--- config.mk ---
export PLATFORM = sky130hd
export DESIGN_NAME = shift_serializer_hs
export DESIGN_NICKNAME = d
export VERILOG_FILES = /design/src/rtl/shift_serializer_hs.sv
export SDC_FILE = /design/constraint.sdc
export NUM_CORES = 1
export LEC_CHECK = 0
export CAP_MARGIN = 40
export CORE_ASPECT_RATIO = 0.6
export CORE_UTILIZATION = 59
export CTS_CLUSTER_DIAMETER = 40
export DETAILED_ROUTE_END_ITERATION = 6
export GPL_TIMING_DRIVEN = 0
export PLACE_DENSITY = 0.86
export SYNTH_ARGS = -nofsm -noshare
export SYNTH_HDL_FRONTEND = slang
export SYNTH_SLANG_ARGS = --single-unit
--- constraint.sdc ---
create_clock -name clk -period 5.04 [get_ports clk]
set_input_delay 1.008 -clock clk [delete_from_list [all_inputs] [get_ports clk]]
set_output_delay 1.008 -clock clk [all_outputs]
set_load 0.005 [all_outputs]
--- src/rtl/shift_serializer_hs.sv ---
// rtl/shift_serializer_hs.sv - FROM-to-TO parallel-to-serial converter with valid/ready on both sides
module shift_serializer_hs #(
    parameter int FROM      = 32,
    parameter int TO        = 4,
    parameter int MSB_FIRST = 1
) (
    input  logic            clk,
    input  logic            reset_n,
    input  logic            clear_i,
    input  logic [FROM-1:0] data_i,
    input  logic            valid_i,
    output logic            ready_o,
    output logic [TO-1:0]   data_o,
    output logic            valid_o,
    input  logic            ready_i,
    output logic            last_o,
    output logic            busy_o
);

    localparam int R  = FROM / TO;
    localparam int CW = (R > 1) ? $clog2(R) : 1;
    localparam logic [CW-1:0] LAST_BEAT = CW'(R - 1);

    if ((TO < 1) || (TO > FROM) || ((FROM % TO) != 0)) begin : g_bad_params
        $error("shift_serializer_hs: FROM must be a non-zero multiple of TO");
    end

    // State encoding is {act_v, pend_v}; 2'b01 is unreachable.
    typedef enum logic [1:0] {
        EMPTY  = 2'b00,
        ACTIVE = 2'b10,
        FULL   = 2'b11
    } state_e;

    state_e          state_q, state_d;
    logic [FROM-1:0] act_q, act_d;
    logic [FROM-1:0] pend_q, pend_d;
    logic [CW-1:0]   beat_q, beat_d;
    logic [FROM-1:0] act_shift;
    logic            accept, consume, done;

    // The outgoing chunk always sits at one end of the active register.
    if (R == 1) begin : g_no_shift
        assign act_shift = act_q;
    end else if (MSB_FIRST != 0) begin : g_shift_left
        assign act_shift = {act_q[FROM-TO-1:0], {TO{1'b0}}};
    end else begin : g_shift_right
        assign act_shift = {{TO{1'b0}}, act_q[FROM-1:TO]};
    end

    assign data_o  = (MSB_FIRST != 0) ? act_q[FROM-1 -: TO] : act_q[TO-1:0];
    assign valid_o = state_q[1];
    assign ready_o = !state_q[0];
    assign busy_o  = state_q[1] | state_q[0];
    assign last_o  = valid_o && (beat_q == LAST_BEAT);

    assign accept  = valid_i && ready_o;
    assign consume = valid_o && ready_i;
    assign done    = consume && last_o;

    always_comb begin
        state_d = state_q;
        act_d   = act_q;
        pend_d  = pend_q;
        beat_d  = beat_q;
        if (clear_i) begin
            state_d = EMPTY;
            beat_d  = '0;
        end else begin
            case (state_q)
                EMPTY: begin
                    if (accept) begin
                        act_d   = data_i;
                        beat_d  = '0;
                        state_d = ACTIVE;
                    end
                end
                ACTIVE: begin
                    if (consume && !last_o) begin
                        act_d  = act_shift;
                        beat_d = beat_q + CW'(1);
                    end
                    if (done) begin
                        if (accept) begin
                            act_d  = data_i;
                            beat_d = '0;
                        end else begin
                            state_d = EMPTY;
                        end
                    end else if (accept) begin
                        pend_d  = data_i;
                        state_d = FULL;
                    end
                end
                FULL: begin
                    if (consume && !last_o) begin
                        act_d  = act_shift;
                        beat_d = beat_q + CW'(1);
                    end
                    if (done) begin
                        act_d   = pend_q;
                        beat_d  = '0;
                        state_d = ACTIVE;
                    end
                end
                default: begin
                    state_d = EMPTY;
                    beat_d  = '0;
                end
            endcase
        end
    end

    always_ff @(posedge clk or negedge reset_n) begin
        if (!reset_n) begin
            state_q <= EMPTY;
            act_q   <= '0;
            pend_q  <= '0;
            beat_q  <= '0;
        end else begin
            state_q <= state_d;
            act_q   <= act_d;
            pend_q  <= pend_d;
            beat_q  <= beat_d;
        end
    end

endmodule

==> results.json <==
{
  "status": "completed",
  "ys_ff_latch": 69,
  "utilization": 0.757,
  "cts-root-buf": "clkbuf_8",
  "ios": 45,
  "yosys_warnings": 0,
  "place_inst": 402,
  "power_frac_clock": 0.239,
  "irDropWorstVdd_v": 0.000335,
  "cts_max_path_buffers": 2,
  "cts_resized": 0,
  "die_y_um": 60.9,
  "htree_num_levels": 3,
  "clock_sinks": 69,
  "clock_latency_ns": 0.35,
  "rsz0062_at_grt": "no",
  "synthFlopType": "dfrtp_1",
  "nets": 376,
  "endpoint_kind": "output pin",
  "post_cts_buffers": 0,
  "worstPathMaxFanout": 9,
  "min_path_type": "primary input to async pin",
  "min_period_over_period": 0.602,
  "antenna_found_initial": 0,
  "cts_buffers": 9,
  "core_um2": 5570,
  "maxCapViolCount": 0,
  "wirelength_um": 8070,
  "track_usage": 0.279,
  "path_class": "register to output pin",
  "synth_top_area_cell": "dfrtp_1",
  "max_slew_margin": 0.641,
  "min_period_ns": 3.03,
  "reg2reg_from": "state_q[1]",
  "r2r-end": "act_q[10]",
  "drive_gt1_frac": 0.225,
  "reg2reg_setup_slack_ns": 2.65,
  "clock_skew_ns": 0.0134,
  "ys_seq_area_frac": 0.507,
  "drt_iter0_markers": 218,
  "placed_area_um2": 3970,
  "ctsHoldBuffers": 0,
  "grt_pass1_vias": 2512,
  "layout.cells.non_filler": 418,
  "clkSlewWorstSetupHoldPaths_ns": 0.09,
  "syn_nets": 320,
  "grt_max_degree": 61,
  "fmax_mhz": 330,
  "setup_viol": 0,
  "overflow": 0,
  "antenna_cells": 0,
  "wl_per_cell_um": 19.3,
  "drc": 0,
  "drtAntennaViolNets": 0,
  "netSwitchingPower_uw": 761,
  "core.rowCount": 21,
  "cp_common_cell": "inv_1",
  "reg2regPathDepth": 8,
  "drv_slew": 0,
  "syn_to_final_growth_pct": 23.8,
  "die_area_um2": 6090,
  "power_density_nw_per_um2": 552,
  "synth_area_leaders": "dfrtp_1, mux2_2, a221o_1",
  "netlist_instances": 277,
  "pwr-share-comb": 0.341,
  "synth_top_area_share": 0.507,
  "hpwl_um": 5400,
  "timing.critical_path.cells": "buf_2, inv_1, ha_1, inv_1, clkdlybuf4s50_1",
  "syn_area_um2": 3410,
  "syn_avg_cell_area_um2": 12.3,
  "synth-edff-count": 0,
  "gp_congestion": 0.869,
  "cp_slowest_cell": "clkdlybuf4s50_1",
  "grt_pass1_wl_um": 12600,
  "cpPeakStageDelay_ns": 0.52,
  "p_seq_frac": 0.421,
  "fin_area_um2": 4220,
  "layout_common_cells": "dfrtp_1, clkdlybuf4s50_1, a221o_1",
  "p_sw_frac": 0.327,
  "finalHoldViolCount": 0,
  "vias": 2651,
  "viasPerCell": 6.34,
  "tightest_slew_ns": 0.538,
  "placement.io_buffers": 44,
  "setup_tns_ns": 0,
  "tritoncts": "built",
  "required_ns": 4.03,
  "p_int_uw": 1570,
  "async_reset_ff_frac": 1.00,
  "yosysUniqueCellTypes": 44,
  "startpoint_type": "register",
  "final_common_cell": "dfrtp_1",
  "critPathArrivalTime_ns": 2.03,
  "total_power_uw": 2330,
  "leakagePower_uw": 0.00180,
  "drtPass1Iterations": 5,
  "start_util": 0.612,
  "die-width_um": 100
}
[layout make-up]
type | instances | area, um2
clock inverter | 7 | 121
fill | 383 | 1350
timing repair buffer | 45 | 465
tap | 80 | 100
buffer | 26 | 174
multi-input combinational | 177 | 1490
clock buffer | 9 | 124
inverter | 5 | 18.8
sequential | 69 | 1730
[power by group through the flow]
stage               clock, uW  sequential (uW)  combinational, uW
finish                    556              979                793
global route              582              999                858
CTS                       558              971                791
detailed placement          0              979                785
global placement            0              966                754
floorplan                   0              919                566
[worst max-delay path by stage]
stage / to / startpoint / depth (start not counted) / slack (ns)
floorplan: act_q[10] / clear_i / 5 / 2.93
global placement: pend_q[27] / reset_n / 1 / 0.69
detailed placement: act_q[10] / clear_i / 6 / 1.99
CTS: busy_o / state_q[1] / 5 / 1.99
global route: busy_o / state_q[1] / 5 / 1.91
finish: busy_o / state_q[1] / 5 / 2.01
[flip-flops by register name, summed over array words and instances (netlist names)]
register and count:
beat_q 3, act_q 32, state_q 2, pend_q 32
[routing by layer]
metal  track usage  vias to the layer above  routed length, um
li1              -                     1187                  -
met1         0.390                     1344               3740
met2         0.435                      109               3720
met3        0.0680                       11                518
met4        0.0952                        0                 93
met5             0                        -                  0
[Yosys cell counts, drive strengths merged (3+ instances only)]
cell	n
nor2	30
a21oi	4
a221o	30
ha	6
mux2i	3
nor2b	3
and3	8
nand2	4
o21ai	5
dfrtp	69
buf	23
inv	5
a32oi	27
clkbuf	3
and2	3
mux2	32
[worst max-delay path: cells and delay by family, from the launching register on]
family	cells	cell delay [ns]
adder cells (fa/ha/maj)	1	0.31
buffers and inverters	4	0.98
flip-flops	1	0.40
[cell families (layout without fill, tap and decap cells)]
logic type	after synthesis	count (layout)	share of synthesized area
XOR/XNOR	2	2	0.00514
adder cells (fa/ha/maj)	6	6	0.0220
flip-flops	69	69	0.507
AO/OA/AOI/OAI	77	77	0.206
AND/OR/NAND/NOR	57	57	0.0885
multiplexers	35	35	0.115
buffers and inverters	31	92	0.0566
[stage by stage]
stage / setup slack [ns] / hold WS, ns
3_5_place_dp: 1.99 / 0.486
4_1_cts: 1.99 / 0.466
6_report: 2.01 / 0.471
3_3_place_gp: 0.691 / 0.476
2_1_floorplan: 2.93 / 0.459
5_1_grt: 1.91 / 0.470
(Power assumes the default switching activity.)
==> edit 1, RTL diff (config.mk and constraints unchanged) <==
Set the parameter `TO` to 8 (it was 4).
--- a/src/rtl/shift_serializer_hs.sv
+++ b/src/rtl/shift_serializer_hs.sv
@@ -1,7 +1,7 @@
 // rtl/shift_serializer_hs.sv - FROM-to-TO parallel-to-serial converter with valid/ready on both sides
 module shift_serializer_hs #(
     parameter int FROM      = 32,
-    parameter int TO        = 4,
+    parameter int TO        = 8,
     parameter int MSB_FIRST = 1
 ) (
     input  logic            clk,
Interface: changed (resized data_o); port bits go from 45 to 49. The function was not compared with the original's and may differ.
==> edit 1 against the unedited design <==
Via count is 3.3% lower. Die area is 0.68% higher. Routed wire length is 0.71% higher. Synthesized area is 0.70% higher. Sequential cell count is 1 lower. Final area is 0.36% lower. Worst setup slack better by 160 ps. Final cell count is 0.24% higher. Power hardly changed. Critical path depth is 1 lower. Critical path type unchanged. Largest cell class unchanged. Largest power group unchanged.
==> edit 1: results (changes against the unedited design) <==
logic_synthesis:
  synth_commonest_cells: "68 x dfrtp_1, 33 x nor2_1, 31 x a221o_1, 30 x mux2_4, 23 x a22oi_1"
  syn_nets: 317  # -0.94%
  synth_compound_gate_area_share_pct: 17.94  # -2.7 points
  yosys_warnings: 0  # unchanged
  synth_fa_ha_area_share_pct: 1.823  # -0.38 points
  synth_xor_area_share_pct: 0  # -0.51 points
  synthTopCellsByArea: "dfrtp_1 50%, mux2_4 13%, a221o_1 9.0%, a22oi_1 5.0%, nor2_1 3.6%"
  synth_seq_area_share_pct: 49.60  # -1.1 points
  synth_cell_types: 38  # -14%
  synthMuxAreaShare_pct: 14.70  # +3.2 points
drt:
  firstDrtPassIters: 5  # unchanged
  wl_per_cell_um: 19.40  # +0.47%
  drtIter0Drc: 204  # -6.4%
  viasPerCell: 6.117  # -3.6%
global_route:
  grt_max_degree: 69  # +13%
  first_global_vias: 2512  # unchanged
  grt_usage_pct: 29.63  # +1.7 points
  antenna_found_initial: 0  # unchanged
  grt_pass1_wl_um: 13030  # +3.8%
timing:
  max_slew_margin_pct: 42.80  # -21 points
  fin_skew_ps: 10.06  # -3.320 ps
place:
  portBuffers: 48  # +9.1%
  dp.final_hpwl_um: 5638  # +4.4%
  gp_congestion: 0.8492  # -2.2%
layout:
  drive_gt1_share_pct: 21.53  # -0.95 points
  antenna_cells: 0  # unchanged
  reg_top3: "act_q: 32 flops, pend_q: 32 flops"
power:
  max-vdd-ir-drop_uv: 376.8  # +13%
  p_leak_nw: 1.924  # +6.9%
critical_path:
  reg2reg_to: "act_q[30]"
  arrival_ps: 1870  # -160 ps
  setup.worst_path.end: "busy_o"
  startpoint: "state_q[1]"
  worstPathMaxFanout: 10  # +1
  reg2reg_depth: 7  # -1
  r2r_slack_ps: 2810  # +160 ps
  end_kind: "output port"
clock_tree:
  cts_resized: 0  # unchanged
  cts-root-buf: "clkbuf_8"
  cts.clk_slew.worst_paths_ps: 70  # -20 ps
  htreeDepth: 3  # unchanged
hold_path:
  hold_class: "reg2reg"
status:
  status: "finished, final reports clean"
flow_run:
  maxCapViolations: 0  # unchanged
edit 1: cell types whose count changed in the layout (fill, tap and decap cells not counted), moves of 4 or more:
cell,delta
mux2_1,-5
a32oi_1,-27
mux2_4,+30
and3_1,-6
clkbuf_1,+4
buf_2,-8
inv_1,+6
a22oi_1,+21
mux2_2,-24
buf_4,+4
nor2_1,+4
clkdlybuf4s50_1,+4
edit 1: worst min path at each step:
stage | to | cells past startpoint | slack (ps)
after detailed placement | act_q[27] | 1 | 490
after CTS | act_q[27] | 1 | 510
after global placement | pend_q[18] | 1 | 490
after global routing | pend_q[17] | 1 | 520
final | act_q[27] | 1 | 500
after floorplan | act_q[27] | 1 | 470
edit 1: final cells by class:
class / instances / area, µm²
flip-flops and latches: 68 / 1702
multi-input cells: 170 / 1468
fillers: 391 / 1394
repair buffers: 48 / 478.0
plain buffers: 26 / 220.2
clock buffers: 12 / 145.1
well taps: 80 / 100.1
clock inverters: 4 / 48.80
inverters: 11 / 41.29
edit 1: power breakdown:
group | internal (mW) | switching, mW
clock network | 0.242 | 0.210
logic | 0.545 | 0.353
registers | 0.804 | 0.175
edit 1: worst max-delay path, cell delays in order, from the launching register on:
cell and delay, ps:
dfrtp_1 530, inv_1 110, ha_1 300, inv_1 80, clkdlybuf4s50_1 490
edit 1: cells by family (layout without fill, tap and decap cells):
logic type | after synthesis | in the layout
DFF | 68 | 68
and+or+nand+nor | 57 | 57
AOI/OAI and AO/OA | 73 | 73
adders and majority gates | 5 | 5
muxes | 35 | 35
buffers and inverters | 37 | 101
edit 1: metrics by stage:
step	hold WS [ps]	cells	utilization, %	area, µm²	setup WS, ps
2_1_floorplan	471.5	275	-	3431	2809
3_3_place_gp	488.3	403	71.67	4011	780.7
3_5_place_dp	492.2	403	71.63	4009	2092
4_1_cts	508.5	419	75.10	4203	2149
5_1_grt	519.7	419	75.10	4203	2034
6_report	504.7	419	75.10	4203	2165
edit 1: layer usage:
metal | vias to the layer above | global-route usage, % | wire (µm)
li1 | 1138 | - | -
met1 | 1297 | 41.28 | 3741
met2 | 119 | 44.03 | 3673
met3 | 9 | 8.627 | 638
met4 | 0 | 13.04 | 76
met5 | - | 0 | 0
==> edit 2, RTL diff (config.mk and constraints unchanged) <==
Without the edit above. Make the reset (`reset_n`) synchronous in one clocked block.
--- a/src/rtl/shift_serializer_hs.sv
+++ b/src/rtl/shift_serializer_hs.sv
@@ -111,7 +111,7 @@
         end
     end
 
-    always_ff @(posedge clk or negedge reset_n) begin
+    always_ff @(posedge clk) begin
         if (!reset_n) begin
             state_q <= EMPTY;
             act_q   <= '0;
Formal check against the unedited RTL: differs if reset_n is asserted again (counterexample within 4 cycles, from zero or initial values and one cycle with reset_n low); with reset_n held inactive, the same outputs for 4 cycles.
==> edit 2 against the unedited design <==
Clock skew is 6.8 ps lower. Hold slack worse by 8.0 ps. Synthesized area is 6.1% higher. Routed wire length is 18% higher. Sequential share of layout area is 9.2 points lower. Synthesized cell count is 47% higher. Worst setup slack better by 58 ps. First-iteration DRC count is 32% higher. Sequential cell count stayed put. Maximum frequency is 1.9% higher. Final area is 3.3% higher.
Power is not compared: it rests on default switching activity, and its combinational part moved more than twofold at a synthesized area within 25%.
==> edit 2: results (changes against the unedited design) <==
status:
  status: "finished, final reports clean"
critical_path:
  worstPathMaxFanout: 10  # +1
  cpPeakStageDelay_ps: 520  # about the same
  startpoint: "state_q[1]"
  slowest_stage: "dfxtp_1"
  rr_startpoint: "beat_q[0]"
  arrival_ps: 1970  # -60 ps
  r2r_slack_ps: 2590  # -60 ps
  crit_family: "buffers and inverters"
place:
  gp_congestion: 0.9460  # +8.9%
  portBuffers: 44  # unchanged
  place_area_mm2: 0.004156  # +4.6%
  dp.final_hpwl_um: 6620  # +23%
clock_tree:
  clk_latency_ps: 350  # about the same
  cts-root-buf: "clkbuf_8"
  cts.clk_slew.worst_paths_ps: 70  # -20 ps
  cts_resized: 0  # unchanged
  post_cts_buffers: 0  # unchanged
  htreeDepth: 3  # unchanged
  numCtsBuffers: 9  # unchanged
  cts_max_path_buffers: 2  # unchanged
global_route:
  grt_pass1_wl_um: 15270  # +22%
  first_global_vias: 3160  # +26%
  grt_usage_pct: 31.14  # +3.2 points
  antenna_found_initial: 0  # unchanged
  grt_max_degree: 13  # -79%
timing:
  slew_viol_final: 0  # unchanged
  fin_skew_ps: 6.581  # -6.803 ps
  max_slew_margin_pct: 64.25  # +0.14 points
  holdWs_ps: 463.4  # -7.973 ps
logic_synthesis:
  syn_nets: 452  # +41%
  synthTopCellsByArea: "dfxtp_1 38%, nand2_1 9.8%, a221oi_2 7.1%, mux2_4 7.1%, o21ai_0 4.8%"
  async_flop_share_pct: 0  # -100 points
  yosys_warnings: 0  # unchanged
  synth_cell_types: 41  # -6.8%
  synth_seq_area_share_pct: 38.20  # -12 points
  synth_flop_cell: "dfxtp_1"
  synth_commonest_cells: "94 x nand2_1, 69 x dfxtp_1, 35 x o21ai_0, 31 x a21oi_1, 20 x a21boi_0"
layout:
  fillers: 438  # +14%
  reg_top3: "act_q: 32 flops, pend_q: 32 flops, beat_q: 3 flops"
  antenna_cells: 0  # unchanged
  layout.nets: 507  # +35%
  drive_gt1_share_pct: 17.95  # -4.5 points
power:
  max-vdd-ir-drop_uv: 181.6
  p_leak_nw: 1.758
drt:
  firstDrtPassIters: 5  # unchanged
  drc: 0  # unchanged
  wl_per_cell_um: 17.33  # -10%
  drtIter0Drc: 288  # +32%
  viasPerCell: 5.976  # -5.8%
hold_path:
  min-delay-start: "pend_q[3]"
  hold_class: "reg2reg"
[edit 2: cell types whose count changed in the layout (fill, tap and decap cells not counted), moves of 20 or more]
| cell | before | now |
|---|---|---|
| a21boi_0 | 0 | 20 |
| dfxtp_1 | 0 | 69 |
| nand2_1 | 4 | 94 |
| dfrtp_1 | 69 | 0 |
| a21oi_1 | 4 | 31 |
| nor2_1 | 29 | 8 |
| o21ai_0 | 3 | 35 |
| a221o_1 | 30 | 4 |
| a32oi_1 | 27 | 0 |
[edit 2: area by class of cell]
| type | count | area (µm²) | area share (%) |
|---|---|---|---|
| inverter | 4 | 15.01 | 0.3446 |
| sequential | 69 | 1381 | 31.71 |
| timing repair buffer | 44 | 440.4 | 10.11 |
| clock inverter | 6 | 62.56 | 1.436 |
| buffer | 34 | 186.4 | 4.279 |
| clock buffer | 10 | 137.6 | 3.159 |
| multi-input combinational | 301 | 2033 | 46.67 |
| tap | 80 | 100.1 | 2.298 |
[edit 2: worst reg2reg max path: cells and delay by family (launching register included)]
kind | cells | cell delay (ps)
simple gates | 4 | 940
buf+inv | 1 | 480
fa+ha+maj | 2 | 460
flops | 1 | 330
compound gates | 1 | 190
[edit 2: report_power, final]
group          internal, mW  switching, mW
Sequential            0.571         0.0220
Clock                 0.240          0.216
Combinational         0.100         0.0997
Total                 0.911          0.338
[edit 2: logic make-up (layout without fill, tap and decap cells)]
logic type	Yosys count	in the layout	share of synthesized area, %
simple gates	129	129	15.47
compound gates	137	137	27.99
xor+xnor	1	1	0.2423
fa+ha+maj	7	7	2.422
flops	69	69	38.20
buf+inv	38	98	5.571
mux	27	27	10.10
[edit 2: routing by layer]
| layer | vias to the layer above | routed length (µm) | global-route usage (%) | share of wire (%) |
|---|---|---|---|---|
| met1 | 1539 | 4405 | 42.98 | 46 |
| li1 | 1573 | - | - | - |
| met2 | 143 | 4253 | 47.67 | 45 |
| met3 | 20 | 689 | 7.383 | 7.3 |
| met5 | - | 0 | 0 | 0 |
| met4 | 0 | 148 | 10.21 | 1.6 |
[edit 2: through the flow]
stage               utilization, %  cells  setup WS, ps
finish                       76.06    548          2063
global route                 76.06    548          1979
CTS                          76.06    548          2075
detailed placement           72.56    532          1894
global placement             72.56    532          2061
floorplan                        -    408          2771
[edit 2: final timing paths]
check / to / depth (start not counted)
min: pend_q[3] / 2
max: busy_o / 4
min reg2reg: pend_q[3] / 2
max reg2reg: pend_q[29] / 8
